$ cat config.mk
export PLATFORM = sky130hd
export DESIGN_NAME = frame_sequencer
export DESIGN_NICKNAME = d
export VERILOG_FILES = /design/src/rtl/csi2_pkg.sv /design/src/rtl/frame_sequencer_payload_counter.sv /design/src/rtl/frame_sequencer.sv
export SDC_FILE = /design/constraint.sdc
export NUM_CORES = 1
export LEC_CHECK = 0
export BUFFER_PORTS_ARGS = -buffer_cell sky130_fd_sc_hd__clkbuf_2
export CAP_MARGIN = 20
export CORE_UTILIZATION = 42
export DETAILED_ROUTE_END_ITERATION = 8
export GPL_ROUTABILITY_DRIVEN = 0
export HOLD_SLACK_MARGIN = 0.1
export PLACE_DENSITY = 0.65
export SYNTH_ARGS = -nofsm -noshare
export SYNTH_HDL_FRONTEND = slang
export SYNTH_SLANG_ARGS = --single-unit
$ cat constraint.sdc
create_clock -name clock -period 6.1 [get_ports clock]
set_input_delay 1.22 -clock clock [delete_from_list [all_inputs] [get_ports clock]]
set_output_delay 1.22 -clock clock [all_outputs]
set_load 0.005 [all_outputs]
$ cat src/rtl/csi2_pkg.sv
// CSI-2 packet constants and frame sequencer state type.
// Shared by frame_sequencer and payload_counter.
package csi2_pkg;

    localparam logic [5:0] DT_FRAME_START = 6'h00;
    localparam logic [5:0] DT_FRAME_END   = 6'h01;
    localparam logic [5:0] DT_LONG_MIN    = 6'h10;

    // Payload bytes carried per image_data beat.
    localparam int unsigned BEAT_BYTES = 4;

    typedef enum logic [1:0] {
        IDLE,
        FRAME,
        LINE
    } seq_state_t;

    function automatic logic is_long_packet(input logic [5:0] data_type);
        return data_type >= DT_LONG_MIN;
    endfunction

endpackage

$ cat src/rtl/frame_sequencer_payload_counter.sv
// payload_counter: tracks the payload bytes left in the current long packet.
// Ports:
//   clock, reset   rising-edge clock, synchronous active-high reset
//   load           capture load_count as the new remaining byte count
//   load_count     long packet word_count
//   consume        one beat accepted; remaining drops by min(4, remaining)
//   byte_enable    per-byte validity of the beat taken at the current count
//   last_beat      current beat finishes the payload (remaining <= 4)
module payload_counter
    import csi2_pkg::*;
(
    input  logic        clock,
    input  logic        reset,
    input  logic        load,
    input  logic [15:0] load_count,
    input  logic        consume,
    output logic [3:0]  byte_enable,
    output logic        last_beat
);

    logic [15:0] remaining;
    logic [15:0] beat_bytes;

    always_comb begin
        beat_bytes = (remaining >= 16'(BEAT_BYTES)) ? 16'(BEAT_BYTES) : remaining;
        last_beat  = remaining <= 16'(BEAT_BYTES);
        case (remaining)
            16'd0:   byte_enable = 4'b0000;
            16'd1:   byte_enable = 4'b0001;
            16'd2:   byte_enable = 4'b0011;
            16'd3:   byte_enable = 4'b0111;
            default: byte_enable = 4'b1111;
        endcase
    end

    always_ff @(posedge clock) begin
        if (reset) begin
            remaining <= '0;
        end else if (load) begin
            remaining <= load_count;
        end else if (consume) begin
            remaining <= remaining - beat_bytes;
        end
    end

endmodule

$ cat src/rtl/frame_sequencer.sv
// frame_sequencer: follows CSI-2 frame/line structure on one virtual channel
// and turns accepted payload beats into registered pixel words.
// Ports:
//   clock, reset                  rising-edge clock, synchronous active-high reset
//   header_valid, virtual_channel,
//   data_type, word_count         decoded packet header (one-cycle pulse)
//   image_data, image_data_enable payload beat, element 0 earliest byte
//   frame_valid, line_valid       in-frame / in-line status
//   frame_number                  data field of last accepted Frame Start
//   pixel_word, pixel_byte_enable,
//   pixel_valid                   registered accepted beat
//   line_done                     pulse on the final beat of a line
//   line_count, lines_last_frame  saturating line counters
//   protocol_error                sticky until reset
module frame_sequencer
    import csi2_pkg::*;
#(
    parameter logic [1:0] VIRTUAL_CHANNEL  = 2'd0,
    parameter int         LINE_COUNT_WIDTH = 12
) (
    input  logic                        clock,
    input  logic                        reset,
    input  logic                        header_valid,
    input  logic [1:0]                  virtual_channel,
    input  logic [5:0]                  data_type,
    input  logic [15:0]                 word_count,
    input  logic [3:0][7:0]             image_data,
    input  logic                        image_data_enable,
    output logic                        frame_valid,
    output logic                        line_valid,
    output logic [15:0]                 frame_number,
    output logic [3:0][7:0]             pixel_word,
    output logic [3:0]                  pixel_byte_enable,
    output logic                        pixel_valid,
    output logic                        line_done,
    output logic [LINE_COUNT_WIDTH-1:0] line_count,
    output logic [LINE_COUNT_WIDTH-1:0] lines_last_frame,
    output logic                        protocol_error
);

    seq_state_t state, state_next;

    logic       header_hit;
    logic       error_now;
    logic       load_payload;
    logic       beat_accept;
    logic       line_done_next;
    logic       count_clear;
    logic       count_inc;
    logic       latch_last;
    logic       frame_start;
    logic [3:0] byte_enable;
    logic       last_beat;

    payload_counter u_payload_counter (
        .clock       (clock),
        .reset       (reset),
        .load        (load_payload),
        .load_count  (word_count),
        .consume     (beat_accept),
        .byte_enable (byte_enable),
        .last_beat   (last_beat)
    );

    always_comb begin
        state_next     = state;
        load_payload   = 1'b0;
        beat_accept    = 1'b0;
        line_done_next = 1'b0;
        count_clear    = 1'b0;
        count_inc      = 1'b0;
        latch_last     = 1'b0;
        frame_start    = 1'b0;

        header_hit = header_valid && (virtual_channel == VIRTUAL_CHANNEL);
        // A beat is only legal in LINE with no header competing for the cycle.
        error_now  = image_data_enable && (header_hit || state != LINE);

        case (state)
            IDLE: begin
                if (header_hit) begin
                    if (data_type == DT_FRAME_START) begin
                        state_next  = FRAME;
                        frame_start = 1'b1;
                        count_clear = 1'b1;
                    end else if (data_type == DT_FRAME_END || is_long_packet(data_type)) begin
                        error_now = 1'b1;
                    end
                end
            end
            FRAME: begin
                if (header_hit) begin
                    if (data_type == DT_FRAME_START) begin
                        error_now = 1'b1;
                    end else if (data_type == DT_FRAME_END) begin
                        state_next = IDLE;
                        latch_last = 1'b1;
                    end else if (is_long_packet(data_type)) begin
                        if (word_count == '0) begin
                            line_done_next = 1'b1;
                            count_inc      = 1'b1;
                        end else begin
                            state_next   = LINE;
                            load_payload = 1'b1;
                        end
                    end
                end
            end
            LINE: begin
                if (header_hit) begin
                    // Any header aborts the line; a Frame End also closes the frame.
                    error_now = 1'b1;
                    if (data_type == DT_FRAME_END) begin
                        state_next = IDLE;
                        latch_last = 1'b1;
                    end else begin
                        state_next = FRAME;
                    end
                end else if (image_data_enable) begin
                    beat_accept = 1'b1;
                    if (last_beat) begin
                        line_done_next = 1'b1;
                        count_inc      = 1'b1;
                        state_next     = FRAME;
                    end
                end
            end
            default: state_next = IDLE;
        endcase
    end

    always_ff @(posedge clock) begin
        if (reset) begin
            state             <= IDLE;
            frame_valid       <= 1'b0;
            line_valid        <= 1'b0;
            frame_number      <= '0;
            pixel_word        <= '0;
            pixel_byte_enable <= '0;
            pixel_valid       <= 1'b0;
            line_done         <= 1'b0;
            line_count        <= '0;
            lines_last_frame  <= '0;
            protocol_error    <= 1'b0;
        end else begin
            state       <= state_next;
            frame_valid <= state_next != IDLE;
            line_valid  <= state_next == LINE;
            pixel_valid <= beat_accept;
            line_done   <= line_done_next;
            if (beat_accept) begin
                pixel_word        <= image_data;
                pixel_byte_enable <= byte_enable;
            end
            if (frame_start) begin
                frame_number <= word_count;
            end
            if (count_clear) begin
                line_count <= '0;
            end else if (count_inc && line_count != '1) begin
                line_count <= line_count + 1'b1;
            end
            if (latch_last) begin
                lines_last_frame <= line_count;
            end
            if (error_now) begin
                protocol_error <= 1'b1;
            end
        end
    end

endmodule
; Word-level counts from Yosys, hierarchy flattened
; Cells that the tools add are included.
[classes]
n_addsub = 2
order_cmp = 3
n_eq_ne = 9
muxes = 49
n_reduce_logical = 13
[ops]
columns = operator, count
row1 = 16-bit 2-to-1 mux, 3
row2 = 16-bit by 2-bit == test with 1-bit output (second input constant), 2
row3 = 16-bit zero test, 2
row4 = 1-bit 2-to-1 mux, 31
row5 = 2-bit 2-to-1 mux, 10
row6 = 16-bit by 1-bit == test with 1-bit output (second input constant), 1
row7 = 16-bit by 3-bit greater-or-equal comparator with 1-bit output (second input constant), 1
row8 = 16-bit by 3-bit less-or-equal comparator with 1-bit output (second input constant), 1
row9 = 4-bit case mux with 4 select lines, 1
row10 = 16-bit subtractor, 1
row11 = 12-bit by 1-bit adder with 12-bit output (second input constant), 1
row12 = 12-bit inequality test (second input constant), 1
row13 = 6-bit by 1-bit == test with 1-bit output (second input constant), 1
row14 = 6-bit by 5-bit greater-or-equal comparator with 1-bit output (second input constant), 1
row15 = 6-bit zero test, 1
row16 = 2-bit case mux with 3 select lines, 1
row17 = 2-bit == test (second input constant), 2
row18 = 2-bit zero test, 2
row19 = 1-bit case mux with 2 select lines, 2
row20 = 2-bit nonzero test, 2
row21 = 1-bit logical AND, 3
row22 = 1-bit case mux with 3 select lines, 1
row23 = 2-bit by 1-bit == test with 1-bit output (second input constant), 1
row24 = 1-bit logical OR, 2
row25 = 2 further kinds, 2
[word_totals]
ff_bits = 99
in_bits = 60
out_inout_bits = 81
elab_cells = 91

; Depth between registers and ports, before layout
; Gate-level depths: netlist (run 1).
[depth]
ltp_word = 8
depth_mapped = 9
ltp_nobuf = 8

; Cells and area by module
; A second synthesis (run 1) with hierarchy kept.
[hier_totals]
hier_cells = 566
area_unflattened_um2 = 4518.1
[by_module_without_submodules]
columns = mod, instances, cells_per_inst, area_each_um2, seq_area_each_um2
row1 = frame_sequencer, 1, 424, 3339.5, 1661.6
row2 = payload_counter, 1, 142, 1178.6, 320.3

; Least setup slack after synthesis (run 1)
; OpenSTA, ideal clock, no wires.
[synth_path]
kind = input to register
startpoint = input virtual_channel[1]
endpoint = register u_payload_counter.remaining[11]
setup_time_ns = 0.074
arrival_ns = 2.793
required_ns = 6.026
path_slack_ns = 3.233
stages = 8
path_buffers = 3
cell_sequence = nor3b_1 -> clkbuf_1 -> and2_0 -> and2_1 -> clkbuf_1 -> clkbuf_1 -> nand2_1 -> a31oi_1
[synth_via]
elab_chain_cells = 5
word_cells_on_any_way = 8
cone_classes = 5 x mux / 3 x reduce/logical
[synth_lines]
columns = element, line_no
row1 = from (decl), frame_sequencer.sv:24  ; input logic [1:0] virtual_channel,
row2 = 2-bit zero test *, frame_sequencer.sv:75  ; header_hit = header_valid && (virtual_channel == VIRTUAL_CHANNEL);
row3 = 1-bit logical AND *, frame_sequencer.sv:75
row4 = 1-bit 2-to-1 mux (on tied branches), "frame_sequencer.sv:92, frame_sequencer.sv:110"
row5 = 1-bit 2-to-1 mux, frame_sequencer.sv:79  ; case (state)
row6 = 16-bit 2-to-1 mux or 2-bit nonzero test (tied branches), n/a
row7 = to (signal assigned), frame_sequencer_payload_counter.sv:40  ; remaining <= load_count;
row8 = to (signal assigned), frame_sequencer_payload_counter.sv:42  ; remaining <= remaining - beat_bytes;
row9 = to (decl), frame_sequencer_payload_counter.sv:21  ; logic [15:0] remaining;
; Every way passes the cells marked *; elsewhere a longest branch is shown, timed or not.
; A chain may end at the register's enable or synchronous reset.

; Final worst setup path (run 1)
[layout_path]
startpoint = input word_count[11]
endpoint = register line_count[8]
[layout_via]
elab_chain_cells = 8
[layout_lines]
columns = element, line_no
row1 = from (decl), frame_sequencer.sv:26  ; input logic [15:0] word_count,
row2 = 16-bit zero test, frame_sequencer.sv:99  ; if (word_count == '0) begin
row3 = 1-bit 2-to-1 mux, frame_sequencer.sv:99
row4 = 1-bit 2-to-1 mux, frame_sequencer.sv:98  ; end else if (is_long_packet(data_type)) begin
row5 = 1-bit 2-to-1 mux, frame_sequencer.sv:95  ; end else if (data_type == DT_FRAME_END) begin
row6 = 1-bit 2-to-1 mux, frame_sequencer.sv:93  ; if (data_type == DT_FRAME_START) begin
row7 = 1-bit 2-to-1 mux, frame_sequencer.sv:92  ; if (header_hit) begin
row8 = 1-bit case mux with 2 select lines, frame_sequencer.sv:79
row9 = 1-bit logical AND, frame_sequencer.sv:160  ; end else if (count_inc && line_count != '1) begin
row10 = to (signal assigned), frame_sequencer.sv:161  ; line_count <= line_count + 1'b1;
row11 = to (decl), frame_sequencer.sv:36  ; output logic [LINE_COUNT_WIDTH-1:0] line_count,
; Every way passes these cells.

==> metrics.md, run 1 <==
| Metric | Value |
|---|---|
| Status | finished clean |
| Max incr delay on CP | 550 ps |
| Port buffer count | between 100 and 150 |
| Setup TNS | 0 ps |
| Max Freq | between 300 and 400 MHz |
| Via Count | between 4,000 and 5,000 |
| Row cnt | 36 |
| Layout area overhead | 22.8% |
| Critical path buffers and inverters | 1 |
| Leakage | between 2 and 2.5 nW |
| CTS H-tree lvls | 3 |
| Overflow after GRT | 0 |
| Overall Global Routing Usage | 22.2% |
| Global routing usage on met1 | between 30% and 40% |
| Crit Path Max Fanout | 12 |
| CP Launch Type | input port |
| # DRC | 0 |
| Hold Buf Count CTS | 0 |
| Register bit total from synthesis | 99 |
| Crit-path leading delay family | simple AND/OR/NAND/NOR gates |
| Fin. Hold Viols | 0 |
| Global routing's busiest layer | met2 |
| Cells after synthesis | 542 |
| Share of layout cells above drive strength 1 | between 20% and 30% |
| Max-slew headroom | a little under a third |
| CTS sink count | 99 |
| Syn Nets | roughly 610 |
| Met3 GRT Util | under 10% |
| Post-Syn Area | about 0.0043 sq mm |
| Post-layout min period | a little under 3000 ps |
| Worst slew pin tran | slightly above 1000 ps |
| Core area | around 0.0099 sq mm |
| WL/cell | approximately 15 um |
| Post-synthesis sequential area ratio | a little under half |
| Routed Antenna Nets | 0 |
| Skew-Pair Late Insertion Delay | approximately 360 ps |
| Final slew viol count | 0 |
| First-pass GRT wire length | 18.5 mm |
| Ports | about 140 |
| Peak supply drop | approximately 0.13 mV |
| Largest net degree at the start of global routing | 63 |
| RSZ-0062 raised after global routing | no |
| DP Area | 0.00510 sq mm |
| Root buf cell | clkbuf_8 |
| # diodes | 0 |
| Power Dens Cells | 215 mW/mm^2 |
| Final setup violation count | 0 |
| Final wirelength | 11.9 mm |
| Maxcap violations | 0 |
| Required @ worst endpoint | approximately 6400 ps |
| FFs w/ async S/R, synth | 0% |
| Clock-pin slew on the worst setup and hold paths | about 80 ps |
| CTS tree | yes |
| Area share of the leading cell type in the synthesized netlist | a little under half |
| Cts repair resizes | 0 |
| Largest cells by area after synthesis | dfxtp_1, nand2_1, a21oi_1 |
| Hold Worst Slack | 454 ps |
| Chip height | between 100 and 150 um |
| GR Layer Usage met2 | 33.1% |
| Max Root-Sink Buffers | 2 |
| Starting density of the core | 43.8% |
| Most used DFF post-synth | dfxtp_1 |
| Post-DP HPWL | about 8.6 mm |
| Iter 0 DRT Violations | 217 |
| Vias in the first global route | around 3,800 |
| Warnings from Yosys | 0 |
| Tcrit/Tclk final | approximately half |
| Post-synth top area cell | dfxtp_1 |
| Die span in x | about 100 um |
| Post-CTS Setup Bufs | 0 |
| Die ar. | between 0.01 and 0.015 sq mm |
| Crit end category | register |
| Syn_area_per_cell | roughly 8.0 sq um |
| DR vias/cell | between 5 and 6 |
| 1st-pass router iterations | 5 |
| Min-Delay Path Class | register to register |
| Final net count | roughly 730 |
| Antenna violations before repair | 0 |
| Critical path arrival | approximately 3200 ps |
| Critical path class | input port to register |
| Crit-path slowest cell | or4_1 |
| CTS Buf Count | 9 |
| Clock Skew | about 7.3 ps |
| Post-synth EDFFs | 0 |
| Synth cell types | 55 |
| Fin area | 0.00530 sq mm |
| Critical path, cell by cell | clkbuf_2, nor4_1, nand4_1, o32a_1, or4_1, a21oi_1 |
## report_power, final
group / internal [W] / switching, W
clock: 0.000226 / 0.000219
sequential: 0.000646 / 0.000000628
combinational: 0.0000204 / 0.0000293
## final timing paths
check	from	to	slack [ps]	cells past startpoint
max reg2reg	u_payload_counter.remaining[2]	u_payload_counter.remaining[14]	3390	8
max	word_count[11]	line_count[8]	3160	6
min reg2reg	lines_last_frame[11]	lines_last_frame[11]	450	2
min	lines_last_frame[11]	lines_last_frame[11]	450	2
## cells in the mapped netlist, drive strengths merged, types with 5 or more instances
library cell / number
or4: 8
a21oi: 85
nand2b: 7
o31ai: 5
ha: 6
nor3: 11
nor2: 16
dfxtp: 99
o211ai: 5
clkbuf: 27
a31oi: 8
or3: 9
nand3: 11
o21ai: 13
and2: 7
nor4: 11
nand2: 145
nand4: 7
## cell usage in the layout (no fill, tap or decap), types with 5 or more instances in the layout
cell type,instances
nand3_1,11
nor4_1,8
a31oi_1,8
dfxtp_1,99
clkbuf_8,9
nand4_1,7
or3_1,9
and2_1,6
o31ai_1,5
nor3_1,11
o21ai_0,13
clkbuf_2,140
nand2_1,144
ha_1,6
o211ai_1,5
or4_1,8
nand2b_1,7
a21oi_1,85
nor2_1,15
## worst register-to-register path, stage by stage, from the launching register on
cell,delay (ps)
dfxtp_1,470
nor2_1,130
nand4_1,360
nand2_1,110
ha_1,270
o21a_1,230
a2111o_1,490
o311ai_0,410
a21oi_1,110
## metal layers
metal  vias up  share of wire (%)
li1       2182                  -
met4         0                1.9
met3        20                8.6
met5         -                  0
met2       193                 44
met1      2027                 45
## state kept, by name, indices dropped and copies added, names as in the netlist
| signal | cells |
|---|---|
| pixel_word | 32 |
| frame_number | 16 |
| u_payload_counter.remaining | 16 |
| line_count | 12 |
| lines_last_frame | 12 |
| pixel_byte_enable | 4 |
| state | 2 |
| frame_valid | 1 |
| line_done | 1 |
| line_valid | 1 |
| pixel_valid | 1 |
| protocol_error | 1 |
## cell families (layout without fill, tap and decap cells)
group / Yosys count / after routing / synth area share, %
AO/OA/AOI/OAI: 151 / 151 / 21.0
AND/OR/NAND/NOR: 248 / 248 / 27.6
other: 1 / 1 / 0.0868
multiplexers: 3 / 3 / 0.695
buffers and inverters: 34 / 161 / 2.98
adder cells (fa/ha/maj): 6 / 6 / 1.74
flip-flops: 99 / 99 / 45.9
## through the flow
step / total power [W] / instances / setup slack [ps] / util, %
5_1_grt: 0.00118 / 802 / 2950 / 53.8
3_5_place_dp: 0.000711 / 788 / 2810 / 51.7
3_3_place_gp: 0.000710 / 788 / 2870 / 51.7
4_1_cts: 0.00115 / 802 / 3190 / 53.8
2_1_floorplan: 0.000681 / 542 / 3230 / -
6_report: 0.00114 / 802 / 3160 / 53.8
## cell type report
class / count / area, sq um
timing repair buffer: 144 / 731
tap: 133 / 166
sequential: 99 / 1980
multi-input combinational: 409 / 2210
clock buffer: 9 / 124
inverter: 3 / 11.3
fill: 992 / 4560
clock inverter: 5 / 80.1
(Power assumes the default switching activity.)
==> run 2: changes to the inputs <==
--- a/config.mk
+++ b/config.mk
@@ -11,7 +11,7 @@
 export DETAILED_ROUTE_END_ITERATION = 8
 export GPL_ROUTABILITY_DRIVEN = 0
 export HOLD_SLACK_MARGIN = 0.1
-export PLACE_DENSITY = 0.65
+export PLACE_DENSITY = 0.68
 export SYNTH_ARGS = -nofsm -noshare
 export SYNTH_HDL_FRONTEND = slang
 export SYNTH_SLANG_ARGS = --single-unit
==> constraint.sdc (replaced) <==
create_clock -name clock -period 2.6 [get_ports clock]
set_input_delay 0.52 -clock clock [delete_from_list [all_inputs] [get_ports clock]]
set_output_delay 0.52 -clock clock [all_outputs]
set_load 0.005 [all_outputs]
==> metrics.md, run 2 (synthesis gave the netlist of run 1 again) <==
| Metric | Value |
|---|---|
| FF-to-FF End | u_payload_counter.remaining[12] |
| Vias in the first global route | just under 4,000 |
| Row cnt | 36 |
| 1st-pass router iterations | 5 |
| Hold Buf Count CTS | 0 |
| Final slew viol count | 0 |
| Critical path class | register to register |
| Max incr delay on CP | 500 ps |
| Die ar. | about 0.011 sq mm |
| Most frequent cells in the layout | nand2_1, clkbuf_2, dfxtp_1 |
| Finished Layout Cells | around 800 |
| Post-CTS Setup Bufs | 0 |
| Fin area | about 0.0053 sq mm |
| WHS Endpoint | pixel_word[14] |
| Fin. Hold Viols | 0 |
| Peak supply drop | roughly 0.35 mV |
| Share of layout cells above drive strength 1 | 26.1% |
| Maxcap violations | 0 |
| Post-Place Setup Slack | 178 ps |
| Clock share of power | about a third |
| Final wirelength | 12.6 mm |
| Via Count | approximately 4,500 |
| Worst reg-to-reg path cell count | 8 |
| Hold Crit Start | image_data[14] |
| Crit end category | register |
| DP Area | approximately 0.0052 sq mm |
| Final setup violation count | 0 |
| Max Freq | 404 MHz |
| Clock Skew | 14.1 ps |
| Tcrit/Tclk final | between 90% and 100% |
| Final net count | approximately 740 |
| Overflow after GRT | 0 |
| Worst reg2reg setup slack | roughly 120 ps |
| Comb pwr share | under 10% |
| Ports | approximately 140 |
| Skew-Pair Late Insertion Delay | 370 ps |
| Max Root-Sink Buffers | 2 |
| Iter 0 DRT Violations | 220 |
| DR vias/cell | roughly 5.5 |
| RSZ-0062 raised after global routing | no |
| # DRC | 0 |
| Max-slew headroom | 63.0% |
| Status | finished clean |
| Crit Path Max Fanout | 8 |
| Core area | 0.00986 sq mm |
| # diodes | 0 |
| CTS H-tree lvls | 3 |
| P_sw | approximately 0.0006 W |
| Overall Global Routing Usage | 23.5% |
| Cts repair resizes | 0 |
| Critical path arrival | roughly 2800 ps |
| Layout area overhead | 23.5% |
| Switching Share | a little under a quarter |
| Antenna violations before repair | 0 |
| Port buffer count | between 100 and 150 |
| CP Launch Type | register |
| Clock-pin slew on the worst setup and hold paths | 90 ps |
| WL/cell | around 15 um |
| Commonest non-fill, non-tap cell in the layout | nand2_1 |
| Post-DP HPWL | 9.24 mm |
| R2R Path Start | u_payload_counter.remaining[3] |
| Worst slew pin tran | 550 ps |
| Top reg by flops | pixel_word |
| Routed Antenna Nets | 0 |
| Chip height | around 100 um |
| Biggest registers after layout | pixel_word: 32 flops, frame_number: 16 flops, u_payload_counter.remaining: 16 flops |
| CTS Buf Count | 9 |
| Crit-path slowest cell | a2111o_1 |
| Setup TNS | 0 ps |
| Die span in x | 103 um |
| Critical path, cell by cell | nor2_1, nand4_1, nand2_1, ha_1, o21a_1, a2111o_1, or3_1, a31oi_1 |
| Worst hold path cell count | 3 |
| Largest net degree at the start of global routing | 44 |
| # placed instances | between 700 and 800 |
| Power Dens Cells | roughly 470 mW/mm^2 |
| Final worst-path setup slack | 123 ps |
| CTS sink count | 99 |
| CTS tree | yes |
| Min-Delay Path Class | input port to register |
| Sequential power share | about three fifths |
| Root buf cell | clkbuf_8 |
| Largest register FFs | 32 |
| Starting density of the core | a little over two fifths |
| Total Power | 0.00250 W |
| First-pass GRT wire length | around 19 mm |
| Post-layout min period | 2480 ps |
| Leakage | a little over 2 nW |
| Required @ worst endpoint | between 2000 and 3000 ps |
| Power Internal | approximately 0.0019 W |
[run 2: changes by cell type in the layout (fill, tap and decap cells not counted), sizes merged]
cell	previous run	this run
clkbuf	149	151
bufinv	2	0
inv	3	4
buf	4	13
clkinvlp	2	1
clkinv	1	2
[run 2: cell type report]
cell class	instances	area [sq um]
Clock inverter	4	26.3
Timing Repair Buffer	153	798
Inverter	3	11.3
Tap cell	133	166
Sequential cell	99	1980
Fill cell	983	4530
Multi-Input combinational cell	409	2210
Clock buffer	11	131
[run 2: worst max-delay path, delay by kind of cell (launching register included)]
family,cells,cell delay (ps)
AOI/OAI and AO/OA,3,940
DFF,1,460
and+or+nand+nor,4,740
adders and majority gates,1,270
[run 2: power by group through the flow]
stage               sequential [W]  combinational, W  clock (W)
floorplan                  0.00155         0.0000450          0
global placement           0.00155          0.000115          0
detailed placement         0.00155          0.000118          0
CTS                        0.00152          0.000119   0.000897
global route               0.00152          0.000130   0.000954
finish                     0.00152          0.000120   0.000862
[run 2: stage by stage]
| step | hold WS [ps] | utilization (%) |
|---|---|---|
| CTS | 331 | 54.0 |
| global placement | 440 | 52.4 |
| detailed placement | 444 | 52.4 |
| floorplan | 448 | - |
| global route | 337 | 54.0 |
| finish | 360 | 54.0 |
[run 2: worst max path at each step]
stage,startpoint,to,slack [ps],depth (start not counted)
CTS,u_payload_counter.remaining[2],u_payload_counter.remaining[12],160,8
finish,u_payload_counter.remaining[3],u_payload_counter.remaining[12],120,8
detailed placement,u_payload_counter.remaining[2],u_payload_counter.remaining[12],180,8
global route,u_payload_counter.remaining[9],u_payload_counter.remaining[12],10,8
floorplan,u_payload_counter.remaining[9],u_payload_counter.remaining[12],300,8
global placement,u_payload_counter.remaining[2],u_payload_counter.remaining[12],270,8
[run 2: routing by layer]
metal  track usage (%)  vias to the layer above  wire length, um
met5                 0                        -                0
met4              8.45                        0              236
met3              7.39                       19              966
met2              37.6                      188             5990
met1              29.6                     2090             5370
li1                  -                     2204                -
